==> config.mk <==
export PLATFORM = sky130hd
export DESIGN_NAME = uart_rx_fifo
export DESIGN_NICKNAME = d
export VERILOG_FILES = /design/src/rtl/uart_rx_fifo.sv
export SDC_FILE = /design/constraint.sdc
export NUM_CORES = 1
export LEC_CHECK = 0
export ABC_AREA = 1
export BUFFER_PORTS_ARGS = -buffer_cell sky130_fd_sc_hd__buf_2
export CAP_MARGIN = 20
export CORE_ASPECT_RATIO = 0.5
export CORE_MARGIN = 1
export CORE_UTILIZATION = 45
export CTS_CLUSTER_SIZE = 16
export DETAILED_ROUTE_END_ITERATION = 8
export SLEW_MARGIN = 10
export SYNTH_ARGS = -nofsm -noshare
export SYNTH_HDL_FRONTEND = slang
export SYNTH_SLANG_ARGS = --single-unit
==> constraint.sdc <==
create_clock -name clk -period 2.7 [get_ports clk]
set_clock_uncertainty 0.05 [all_clocks]
set_input_delay 0.27 -clock clk [delete_from_list [all_inputs] [get_ports clk]]
set_output_delay 0.27 -clock clk [all_outputs]
set_load 0.02 [all_outputs]
==> src/rtl/uart_rx_fifo.sv <==
// rtl/uart_rx_fifo.sv - 8N1 UART receiver feeding a FWFT FIFO with RTS flow control
//
// Purpose: deserializes 8N1 frames from uart_rxd into a first-word-fall-through
// FIFO, presents bytes on the rx_req/rx_ready handshake and drives uart_rts
// from FIFO occupancy so a CTS-aware peer pauses before bytes are lost.
//
// Ports:
//   clk        in   single clock, rising edge
//   reset      in   synchronous active-high reset
//   uart_rxd   in   asynchronous serial input, idle high
//   uart_rts   out  1 = peer may send, 0 = peer must pause
//   rx_req     out  FIFO non-empty, rx_data valid
//   rx_ready   in   consumer accepts rx_data this cycle
//   rx_data    out  FIFO head byte
//   fill       out  current FIFO occupancy
//   frame_err  out  one-cycle pulse, stop bit sampled 0
//   overrun    out  one-cycle pulse, valid byte dropped because FIFO full

module uart_rx_fifo #(
  parameter int BAUD       = 115200,
  parameter int CLK_HZ     = 25000000,
  parameter int DEPTH      = 16,
  parameter int RTS_MARGIN = 4
) (
  input  logic                     clk,
  input  logic                     reset,
  input  logic                     uart_rxd,
  output logic                     uart_rts,
  output logic                     rx_req,
  input  logic                     rx_ready,
  output logic [7:0]               rx_data,
  output logic [$clog2(DEPTH):0]   fill,
  output logic                     frame_err,
  output logic                     overrun
);

  localparam int DIV = (CLK_HZ + BAUD / 2) / BAUD;
  localparam int CW  = $clog2(DIV + 1);
  localparam int AW  = $clog2(DEPTH);
  localparam int FW  = AW + 1;

  localparam logic [CW-1:0] DIV_FULL = CW'(DIV);
  localparam logic [CW-1:0] DIV_HALF = CW'(DIV / 2);
  localparam logic [FW-1:0] FILL_MAX = FW'(DEPTH);
  localparam logic [FW-1:0] RTS_CLR  = FW'(DEPTH - RTS_MARGIN);
  localparam logic [FW-1:0] RTS_SET  = FW'(DEPTH / 2);

  typedef enum logic [2:0] {
    S_IDLE,
    S_START,
    S_DATA,
    S_STOP,
    S_BREAK
  } state_t;

  // Two-flop synchronizer; both flops reset to the idle (high) line level
  logic rxd_m;
  logic rxd_s;

  always_ff @(posedge clk) begin
    if (reset) begin
      rxd_m <= 1'b1;
      rxd_s <= 1'b1;
    end else begin
      rxd_m <= uart_rxd;
      rxd_s <= rxd_m;
    end
  end

  state_t        state;
  logic [CW-1:0] cnt;
  logic [2:0]    bit_idx;
  logic [7:0]    shreg;
  logic          bit_tick;

  // Counter expires on the cycle it holds 1, giving exactly N cycles per load of N
  assign bit_tick = (cnt == CW'(1));

  logic [7:0]    mem [DEPTH];
  logic [AW-1:0] wr_ptr;
  logic [AW-1:0] rd_ptr;
  logic [FW-1:0] fill_next;
  logic          push_req;
  logic          push_ok;
  logic          pop;

  // The push is issued combinationally in the stop-sample cycle so the byte
  // lands in the FIFO on the same edge the stop bit is judged good.
  assign push_req = (state == S_STOP) && bit_tick && rxd_s;
  assign pop      = rx_req && rx_ready;
  // A full FIFO still takes the byte if the head leaves on the same edge
  assign push_ok  = push_req && ((fill != FILL_MAX) || pop);

  assign rx_req   = (fill != '0);
  assign rx_data  = mem[rd_ptr];

  always_ff @(posedge clk) begin
    if (reset) begin
      state     <= S_IDLE;
      cnt       <= '0;
      bit_idx   <= '0;
      shreg     <= '0;
      frame_err <= 1'b0;
      overrun   <= 1'b0;
    end else begin
      frame_err <= 1'b0;
      overrun   <= 1'b0;
      case (state)
        S_IDLE: begin
          if (!rxd_s) begin
            cnt   <= DIV_HALF;
            state <= S_START;
          end
        end
        S_START: begin
          if (bit_tick) begin
            if (rxd_s) begin
              state <= S_IDLE;
            end else begin
              cnt     <= DIV_FULL;
              bit_idx <= '0;
              state   <= S_DATA;
            end
          end else begin
            cnt <= cnt - CW'(1);
          end
        end
        S_DATA: begin
          if (bit_tick) begin
            shreg   <= {rxd_s, shreg[7:1]};
            cnt     <= DIV_FULL;
            bit_idx <= bit_idx + 3'd1;
            if (bit_idx == 3'd7) begin
              state <= S_STOP;
            end
          end else begin
            cnt <= cnt - CW'(1);
          end
        end
        S_STOP: begin
          if (bit_tick) begin
            if (rxd_s) begin
              if (!push_ok) begin
                overrun <= 1'b1;
              end
              state <= S_IDLE;
            end else begin
              frame_err <= 1'b1;
              state     <= S_BREAK;
            end
          end else begin
            cnt <= cnt - CW'(1);
          end
        end
        S_BREAK: begin
          // Wait out a held-low line so a break reports only one error
          if (rxd_s) begin
            state <= S_IDLE;
          end
        end
        default: state <= S_IDLE;
      endcase
    end
  end

  always_comb begin
    fill_next = fill;
    if (push_ok && !pop) begin
      fill_next = fill + FW'(1);
    end else if (pop && !push_ok) begin
      fill_next = fill - FW'(1);
    end
  end

  always_ff @(posedge clk) begin
    if (push_ok) begin
      mem[wr_ptr] <= shreg;
    end
  end

  always_ff @(posedge clk) begin
    if (reset) begin
      wr_ptr   <= '0;
      rd_ptr   <= '0;
      fill     <= '0;
      uart_rts <= 1'b1;
    end else begin
      if (push_ok) begin
        wr_ptr <= wr_ptr + AW'(1);
      end
      if (pop) begin
        rd_ptr <= rd_ptr + AW'(1);
      end
      fill <= fill_next;
      // Hysteresis band between the two thresholds holds the last value
      if (fill_next >= RTS_CLR) begin
        uart_rts <= 1'b0;
      end else if (fill_next <= RTS_SET) begin
        uart_rts <= 1'b1;
      end
    end
  end

endmodule

== Yosys cells after proc, flatten, opt, wreduce, memory -nomap -nowiden ==
Memories as Yosys holds them, arrays and structs flattened. A register that Yosys moved wholly into a read port is not among the register bits.
Cells that the tools add are included.

* Add/subtract/negate cells: 6
* Magnitude comparators: 2
* Equality and inequality tests: 16
* Mux-type cells: 29
* Bitwise gates (word level): 3
* Reductions and logical operators: 20

{| class="wikitable"
|+ Operators by type and width
! kind !! count
|-
| $mux 8 || 5
|-
| $pmux 8 s4 || 1
|-
| $mux 3 || 10
|-
| $ne 2x2->1 const B || 8
|-
| $pmux 3 s5 || 1
|-
| $mux 5 || 2
|-
| $add 4x1->4 const B || 2
|-
| $eq 8x1->1 const B || 1
|-
| $mux 4 || 2
|-
| $reduce_and 4->1 || 2
|-
| $sub 8x1->8 const B || 1
|-
| $eq 3x2->1 const B || 2
|-
| $eq 3x3->1 const B || 2
|-
| $logic_and 1x1->1 || 6
|-
| $mux 1 || 6
|-
| $pmux 3 s2 || 1
|-
| $reduce_and 6->1 || 1
|-
| $add 5x1->5 const B || 1
|-
| $ge 5x4->1 const B || 1
|-
| $le 5x4->1 const B || 1
|-
| $ne 5x5->1 const B || 1
|-
| $reduce_bool 5->1 || 1
|-
| $sub 5x1->5 const B || 1
|-
| $reduce_bool 2->1 || 2
|-
| 12 further kinds || 15
|}

* Register bits: 40
* Memory bits (writable): 128
* Input bits: 4
* Output and inout bits: 17
* Word-level logic and storage cells: 89
* Memories: 1

{| class="wikitable"
|+ Memory list
! memory !! depth !! bits a word !! rd ports !! clocked after memory_dff !! write ports !! RTL line !! source
|-
| mem || 16 || 8 || 1 || 1 || 1 || 79 || <nowiki>logic [7:0] mem [DEPTH];</nowiki>
|}

== Depth between registers and ports, before layout ==
Gate-level depths: netlist (run 1).

* Depth in word-level cells: 11
* Gate-level depth with buffers: 14
* Mapped depth without buffers: 14

== Worst setup path before layout (run 1) ==
No wires, ideal clock.

* Path kind: register to register
* Start: register fill[0]
* End: memory mem[3][0] (enable)
* Library setup time: 370 ps
* Data arrival time: 1723 ps
* Data required time: 2280 ps
* Slack: 556 ps
* Stages on the path, launching flop included: 8
* Path buffers: 0
* Path through: dfxtp_1 > inv_1 > ha_1 > nand3_1 > inv_1 > nor2_8 > nand3_1 > nor2_1

* Cells in the longest elaborated chain, start to end: 6
* Elaborated cells between the ends (all ways): 7
* Classes of those cells: eq/ne: 1; mux: 2; reduce/logical: 4

{| class="wikitable"
|+ RTL lines
! what !! RTL line !! source
|-
| start, declared || 32 || <nowiki>output logic [$clog2(DEPTH):0] fill,</nowiki>
|-
| start signal, assigned || 194 || <nowiki>fill <= fill_next;</nowiki>
|-
| $reduce_bool 5->1 || 94 || <nowiki>assign rx_req = (fill != '0);</nowiki>
|-
| $logic_and 1x1->1 || 90 || <nowiki>assign pop = rx_req && rx_ready;</nowiki>
|-
| $logic_or 1x1->1 * || 92 || <nowiki>assign push_ok = push_req && ((fill != FILL_MAX) || pop);</nowiki>
|-
| $logic_and 1x1->1 * || 92 ||
|-
| $mux 1 * || 176 || <nowiki>if (push_ok) begin</nowiki>
|-
| $mux 1 (not written as such) * || 177 || <nowiki>mem[wr_ptr] <= shreg;</nowiki>
|-
| end, declared || 79 ||
|}

Mark *: on every way between the ends. The rest lies on a longest branch, timed or not.

==> impl_metrics.yaml, run 1 <==
run:
  maxCapViolCount: 0
floorplanning:
  num_rows: 32
  die_x_um: 182
  die_height_um: 91.9
  die_area_um2: 16700
  ios: 21
  start_util_pct: 46.6
  core_um2: 15600
drt:
  vias: 4573
  first_iter_violations: 447
  drc: 0
  wl_per_cell_um: 16.7
  first_pass_iters: 5
  wirelength_um: 14700
  ant_nets: 0
  vias_per_cell: 5.21
synth:
  synth_common_cells: "128 x edfxtp_1, 69 x inv_1, 67 x o21ai_0"
  synth_warnings: 0
  ys.flop_type: "edfxtp_1"
  async_flop_share_pct: 0
  yosysTopAreaCell: "edfxtp_1"
  synth_area_leaders: "edfxtp_1 53%, dfxtp_1 12%, o21ai_0 4.6%"
  synth_edf_count: 128
  yosysMostFrequentCell: "edfxtp_1"
  synth_cell_type_count: 37
  ys_seq_area_share_pct: 64.9
  syn-num-nets: 650
  ys_ff_latch: 172
  netlist_area_um2: 7280
  syn_area_per_cell_um2: 11.5
  syn_inst: 635
  netlist.area_leader.share_pct: 52.8
timing:
  clock.fmax_ghz: 0.413
  rsz0062_at_grt: "false"
  max_slew_margin_pct: 47.4
  finalCritPeriodShare_pct: 89.6
  setup_violations: 0
  drv_slew: 0
  hold_violations: 0
  setup_tns_ns: 0
  worst_pin_slew_ns: 0.788
  period_needed_ns: 2.42
power:
  combPwrFrac_pct: 29.0
  total_power_w: 0.00804
  p_sw_w: 0.00272
  switching_share_pct: 33.8
  powerDensity_nw_per_um2: 970
  power.leakage_nw: 3.05
  internal_power_w: 0.00532
  clock_power_share_pct: 31.6
  vdd_ir_drop_max_uv: 496
  seq_power_share_pct: 39.4
layout:
  drive_gt1_share_pct: 13.4
  fillers: 1329
  diodes: 0
  nets: 677
  area_growth_pct: 13.9
worst_setup_path:
  cp_slowest_stage_delay_ns: 0.62
  critical_path.cell_chain: "buf_4 > mux2i_1 > o21ai_0 > o211ai_1 > nand2_1 > buf_2"
  cp_slowest_cell: "dfxtp_4"
  arrival_ns: 2.10
  r2r_slack_ns: 0.36
  crit_fanout: 23
  worstSetupEndpointType: "primary output"
  worst_path_dominant_cell_family: "flip-flops"
  crit_required_ns: 2.38
  path_buf_inv: 2
  worst-setup-path-type: "reg -> out"
  worstSetupStartpointType: "register"
clocking:
  cts_tree: "done"
  cts_max_path_buffers: 2
  htree_num_levels: 4
  cts_resized: 0
  clkTransAtPathRegs_ns: 0.07
  cts_buffers: 17
  cts.sinks: 172
  clk_latency_ns: 0.42
  cts-root-buf: "clkbuf_16"
grt:
  grt_pass1_wl_um: 23300
  grt_pass1_vias: 4336
  grt_start_max_net_pins: 45
  grtUsageTotal_pct: 18.6
  antenna_found_initial: 0
  overflow: 0
place:
  hpwl_um: 9490
  portBuffers: 20
  place.gp.congestion: 0.835
run_status:
  status: "finished, final reports clean"
min_path:
  hold_class: "in -> reg"
-- flip-flops by register name, summed over array words and instances (netlist names), 3 cells and up, named ones only --
| signal | cells |
|---|---|
| rd_ptr | 4 |
| bit_idx | 3 |
| cnt | 8 |
| mem | 128 |
| fill | 5 |
| shreg | 8 |
| state | 3 |
| wr_ptr | 4 |
-- worst min-delay path, delay by kind of cell --
family | cells | cell delay (ns)
simple gates | 3 | 0.22
buf+inv | 1 | 0.12
-- logic make-up after synthesis --
group / Yosys count / synth area share, %
muxes: 32 / 4.40
adders and majority gates: 11 / 1.89
DFF: 172 / 64.9
xor gates and xnor gates: 4 / 0.481
and+or+nand+nor: 155 / 10.5
buffers and inverters: 98 / 5.16
AOI/OAI and AO/OA: 163 / 12.7
-- layer usage --
layer / part of all wire, % / GRT usage [%]
met1: 52 / 28.5
met2: 41 / 25.7
met3: 5.7 / 3.73
met4: 1.7 / 6.79
met5: 0 / 0
-- cell usage in the layout, fill, tap and decap left out, drive strengths merged, types with 18 or more instances in the layout --
cell type	count
edfxtp	128
inv	77
o21ai	68
nand2	61
a21oi	56
nor2	54
dfxtp	44
buf	35
mux2i	32
o211ai	32
nand3	24
clkbuf	18
-- path summary, 6_finish.rpt --
check | startpoint | endpoint | depth (start not counted)
worst max-delay path | register | rx_data[1] | 6
worst min-delay path | rx_ready | overrun | 4
worst max register to register | cnt[1] | mem[5][0] | 8
worst min register to register | rxd_m | rxd_s | 1
-- area by class of cell --
type                            instances  area, um2  share of cell area, %
Sequential cell                       172       4730                   57.0
Multi-Input combinational cell        365       2180                   26.3
Inverter                               70        263                   3.17
Timing Repair Buffer                   36        255                   3.08
Clock buffer                           18        429                   5.18
Clock inverter                         13        180                   2.17
Tap cell                              204        255                   3.08
-- power by group through the flow --
stage               Clock, W  Combinational [W]  Sequential (W)
floorplan                  0            0.00180         0.00314
global placement           0            0.00223         0.00325
detailed placement         0            0.00224         0.00326
CTS                  0.00257            0.00225         0.00320
global route         0.00266            0.00262         0.00319
finish               0.00254            0.00233         0.00317
-- stage by stage --
step	hold slack [ns]	instance area (um2)	setup slack [ns]	std cells	util, %
after floorplan	0.324	7280	0.556	635	-
after global placement	0.344	7640	0.427	845	49.0
after detailed placement	0.345	7640	0.369	845	49.0
after CTS	0.179	8260	0.123	877	52.9
after global routing	0.206	8290	0.131	878	53.1
final	0.182	8290	0.282	878	53.1
-- timing repair --
item	CTS	global route
buffers inserted	0	1
hold buffers	1	0
hold endpoints to repair	1	0
endpoints found under the setup margin	0	2
(Power assumes the default switching activity.)
==> inputs of run 2 (changes only) <==
GPL_TIMING_DRIVEN = 0   (was not set)
==> run 2 against run 1 <==
First-iteration DRC count shrank 17%. Cell count rose by 1.4%. Design area is 1.1% lower. Highest routed layer unchanged. Critical path depth rose by 2. Global-route usage is 2.0 points higher. Largest power group unchanged. Utilization down 0.56 points.
==> impl_metrics.yaml, run 2 (synthesis gave the netlist of run 1 again) <==
timing:
  drv_slew: 0
  setup_violations: 0
  max_slew_margin_pct: 41.0
  setup_tns_ns: 0
  period_needed_ns: 2.57
  rsz0062_at_grt: "false"
  fin_hold_ws_ns: 0.185
  clock.fmax_ghz: 0.389
  hold_violations: 0
  worst_pin_slew_ns: 0.882
  finalCritPeriodShare_pct: 95.3
  setup_ws_ns: 0.127
grt:
  grt_pass1_wl_um: 25400
  grt_start_max_net_pins: 19
  overflow: 0
  antenna_found_initial: 0
  grt_pass1_vias: 4554
  grtUsageTotal_pct: 20.6
worst_setup_path:
  worst-setup-path-type: "reg -> out"
  reg2reg_depth: 7
  r2r-start: "fill[0]"
  crit_fanout: 10
  r2r_slack_ns: 0.21
  reg2reg_to: "mem[11][3]"
  cp_slowest_cell: "dfxtp_1"
  cp_slowest_stage_delay_ns: 0.31
  arrival_ns: 2.25
  crit_required_ns: 2.38
  worstSetupEndpointType: "primary output"
  worstSetupStartpointType: "register"
  critical_path.cell_chain: "buf_2 > clkbuf_4 > clkbuf_4 > mux2i_1 > o211ai_1 > nand3_1 > nand2_1 > buf_2"
place:
  place.gp.congestion: 0.831
  hpwl_um: 11100
  placed_cells: 858
  portBuffers: 19
  pre_cts_slack_ns: 0.204
drt:
  wl_per_cell_um: 18.1
  vias: 4744
  vias_per_cell: 5.33
  ant_nets: 0
  first_iter_violations: 372
  wirelength_um: 16100
  first_pass_iters: 5
  drc: 0
layout:
  largest_reg_flops: 128
  fillers: 1360
  reg.largest.list: "mem x128, cnt x8, shreg x8"
  nets: 688
  final_common_cell: "edfxtp_1"
  diodes: 0
  drive_gt1_share_pct: 12.1
  area_growth_pct: 12.7
  top_register: "mem"
  instances_no_fill: 890
  layout_common_cells: "128 x edfxtp_1, 69 x inv_1, 64 x o21ai_0"
min_path:
  hold_class: "in -> reg"
  holdPathStages: 4
  hold_end: "overrun"
  worstHoldStart: "rx_ready"
clocking:
  htree_num_levels: 4
  cts_buffers: 17
  clk_latency_ns: 0.42
  cts-root-buf: "clkbuf_16"
  cts.sinks: 172
  clkTransAtPathRegs_ns: 0.07
  cts_tree: "done"
  cts_max_path_buffers: 2
  cts_setup_buffers: 0
floorplanning:
  core_um2: 15600
  die_height_um: 91.9
  num_rows: 32
  ios: 21
  die_area_um2: 16700
  die_x_um: 182
  start_util_pct: 46.6
power:
  power.leakage_nw: 2.99
  powerDensity_nw_per_um2: 972
  vdd_ir_drop_max_uv: 470
  total_power_w: 0.00797
run:
  maxCapViolCount: 0
run_status:
  status: "finished, final reports clean"
[run 2: changes by cell type in the layout (fill, tap and decap cells not counted), sizes merged]
cell and delta:
clkinv +3, inv -4, bufinv -2, clkinvlp +3, buf -11, clkbuf +23
[run 2: cell type report]
| type | count | area, um2 | area share [%] |
|---|---|---|---|
| clock inverters | 13 | 120 | 1.46 |
| clock buffers | 19 | 433 | 5.28 |
| inverters | 70 | 263 | 3.20 |
| multi-input cells | 365 | 2180 | 26.6 |
| repair buffers | 20 | 105 | 1.28 |
| flip-flops and latches | 172 | 4720 | 57.6 |
| well taps | 204 | 255 | 3.11 |
| plain buffers | 27 | 123 | 1.49 |
[run 2: metal layers]
| layer | part of all wire [%] | routed length (um) | track usage, % |
|---|---|---|---|
| met1 | 48 | 7650 | 28.1 |
| met2 | 46 | 7420 | 33.5 |
| met3 | 4.9 | 780 | 3.73 |
| met4 | 1.4 | 227 | 6.79 |
| met5 | 0 | 0 | 0 |
[run 2: worst max path at each step]
| stage | from | to | slack, ns | depth (start not counted) |
|---|---|---|---|---|
| 3_5_place_dp | fill[0] | mem[8][5] | 0.20 | 7 |
| 2_1_floorplan | fill[0] | mem[3][0] | 0.56 | 7 |
| 4_1_cts | register | rx_data[5] | 0.004 | 8 |
| 3_3_place_gp | fill[0] | mem[9][5] | 0.22 | 7 |
| 6_report | register | rx_data[5] | 0.13 | 8 |
| 5_1_grt | register | rx_data[3] | 0.01 | 9 |
[run 2: stage by stage]
stage | utilization, % | instance area (um2)
2_1_floorplan | - | 7280
3_3_place_gp | 48.9 | 7630
3_5_place_dp | 48.9 | 7630
4_1_cts | 52.5 | 8200
5_1_grt | 52.5 | 8200
6_report | 52.5 | 8200
[run 2: timing repair]
item                       4_1_cts  5_1_grt
gates cloned                     0        0
hold endpoints to repair         1        0
setup endpoints to repair        8        8
resized for setup                5        8
hold buffers                     1        0
[run 2: worst max-delay path, delay by kind of cell (launching register included)]
kind                   cells  cell delay, ns
DFF                        1            0.31
and+or+nand+nor            2            0.24
muxes                      1            0.10
AOI/OAI and AO/OA          1            0.27
buffers and inverters      4            0.90
[run 2: report_power, final]
group	internal, W	total (W)	switching (W)	leakage [nW]
clock network	0.00128	0.00232	0.00104	0.254
logic	0.000873	0.00256	0.00169	1.00
registers	0.00294	0.00309	0.000154	1.73
==> inputs of run 3 (changes only) <==
RECOVER_POWER = 100   (was not set)
==> run 3 against run 2 <==
Non-clock buffer count did not move. Setup slack improved by 0.017 ns. Via count rose by 0.11%. Sequential power barely moved. Combinational power fell by 3%. Critical path depth did not move. Routed wire length fell by 0.28%. Clock power barely moved. Count of clock-buffer cells in the layout did not move. Critical path type unchanged. Critical endpoint is now rx_data[3]. Largest cell class unchanged. Largest power group unchanged. Highest routed layer unchanged.
==> impl_metrics.yaml, run 3 (synthesis gave the netlist of run 1 again) <==
layout:
  fillers: 1367
  regArea_um2: 4720
  final_common_cell: "edfxtp_1"
  diodes: 0
  drive_gt1_share_pct: 9.18
  largest_reg_flops: 128
  layout_common_cells: "128 x edfxtp_1, 70 x inv_1, 65 x o21ai_0"
  area_growth_pct: 12.0
  top_register: "mem"
  nets: 688
  multi_input_area_um2: 2140
  reg.largest.list: "mem x128, cnt x8, shreg x8"
power:
  total_power_w: 0.00790
  switching_share_pct: 36.1
  combPwrFrac_pct: 31.5
  seq_power_share_pct: 39.2
  clock_power_share_pct: 29.3
  vdd_ir_drop_max_uv: 433
  power.leakage_nw: 2.94
  p_sw_w: 0.00285
  powerDensity_nw_per_um2: 968
  internal_power_w: 0.00505
worst_setup_path:
  worstSetupStartpointType: "register"
  reg2reg_to: "mem[8][7]"
  cp_slowest_cell: "dfxtp_1"
  critical_path.cell_chain: "buf_2 > clkbuf_4 > clkbuf_4 > mux2i_1 > o211ai_1 > nand3_1 > nand2_1 > clkbuf_2"
  cpMostUsedCell: "clkbuf_4"
  crit_fanout: 10
  arrival_ns: 2.24
  worst-setup-path-type: "reg -> out"
  worstSetupEndpointType: "primary output"
  cp_slowest_stage_delay_ns: 0.31
  crit_required_ns: 2.38
  reg2reg_depth: 7
  r2r-start: "fill[0]"
  r2r_slack_ns: 0.23
clocking:
  cts_max_path_buffers: 2
  clk_latency_ns: 0.42
  cts_buffers: 17
  htree_num_levels: 4
  cts.sinks: 172
  cts_tree: "done"
  cts-root-buf: "clkbuf_16"
  clkTransAtPathRegs_ns: 0.07
run_status:
  status: "finished, final reports clean"
timing:
  clock.fmax_ghz: 0.391
  hold_violations: 0
  rsz0062_at_grt: "false"
  max_slew_margin_pct: 42.8
  setup_tns_ns: 0
  worst_pin_slew_ns: 0.854
  finalCritPeriodShare_pct: 94.7
  setup_violations: 0
  drv_slew: 0
  period_needed_ns: 2.56
floorplanning:
  die_height_um: 91.9
  ios: 21
  die_area_um2: 16700
  die_x_um: 182
  num_rows: 32
  start_util_pct: 46.6
  core_um2: 15600
drt:
  wl_per_cell_um: 18.0
  first_iter_violations: 429
  wl_met1_um: 7570
  wl_met2_um: 7440
  wirelength_um: 16000
  drc: 0
  first_pass_iters: 5
  vias_per_cell: 5.34
  top_layer_used: "met4"
  wl_met3_um: 780
  ant_nets: 0
  vias: 4749
grt:
  overflow: 0
  grtUsageTotal_pct: 20.6
  grt_pass1_vias: 4554
  grt_pass1_wl_um: 25400
  antenna_found_initial: 0
  grt_start_max_net_pins: 19
run:
  maxCapViolCount: 0
place:
  place.gp.congestion: 0.831
  portBuffers: 19
  hpwl_um: 11100
min_path:
  worstHoldStart: "rx_ready"
  hold_end: "overrun"
  holdPathStages: 4
  hold_class: "in -> reg"
[run 3: worst max-delay path: cells and delay by family (launching register included)]
family | cells | cell delay [ns]
compound gates | 1 | 0.27
buf+inv | 4 | 0.90
flops | 1 | 0.31
mux | 1 | 0.10
simple gates | 2 | 0.24
[run 3: final cells by class]
class	count	area share [%]
well taps	204	3.13
multi-input cells	365	26.3
clock buffers	19	5.31
plain buffers	27	1.49
clock inverters	13	1.47
flip-flops and latches	172	57.9
repair buffers	20	1.15
inverters	70	3.22
[run 3: stage by stage]
step	utilization [%]	worst slack (ns)	cell area (um2)	hold WS (ns)	cells
after floorplan	-	0.556	7280	0.324	635
after global placement	48.9	0.220	7630	0.344	858
after detailed placement	48.9	0.204	7630	0.347	858
after CTS	52.5	0.00422	8200	0.171	891
after global routing	52.2	0.0134	8150	0.195	890
final	52.2	0.144	8150	0.173	890
[run 3: how the worst max path moves through the flow]
stage	start	endpoint	slack [ns]	cells past startpoint
final	register	rx_data[3]	0.14	8
after detailed placement	fill[0]	mem[8][5]	0.20	7
after global routing	register	rx_data[3]	0.01	9
after CTS	register	rx_data[5]	0.004	8
after floorplan	fill[0]	mem[3][0]	0.56	7
after global placement	fill[0]	mem[9][5]	0.22	7
[run 3: power groups by stage]
stage          clock network (W)  logic (W)  registers, W
2_1_floorplan                  0    0.00180       0.00314
3_3_place_gp                   0    0.00252       0.00313
3_5_place_dp                   0    0.00253       0.00313
4_1_cts                  0.00233    0.00256       0.00308
5_1_grt                  0.00245    0.00273       0.00311
6_report                 0.00232    0.00249       0.00309
[run 3: routing by layer]
| layer | vias to the layer above | GRT usage [%] |
|---|---|---|
| met3 | 23 | 3.73 |
| met5 | - | 0 |
| met4 | 0 | 6.79 |
| met1 | 2273 | 28.1 |
| li1 | 2325 | - |
| met2 | 128 | 33.5 |
[run 3: repair_timing]
action                                  4_1_cts  5_1_grt
hold buffers                                  1        0
resized for setup                             5        8
endpoints found under the setup margin        8        8
buffers inserted                              0        0
hold endpoints to repair                      1        0
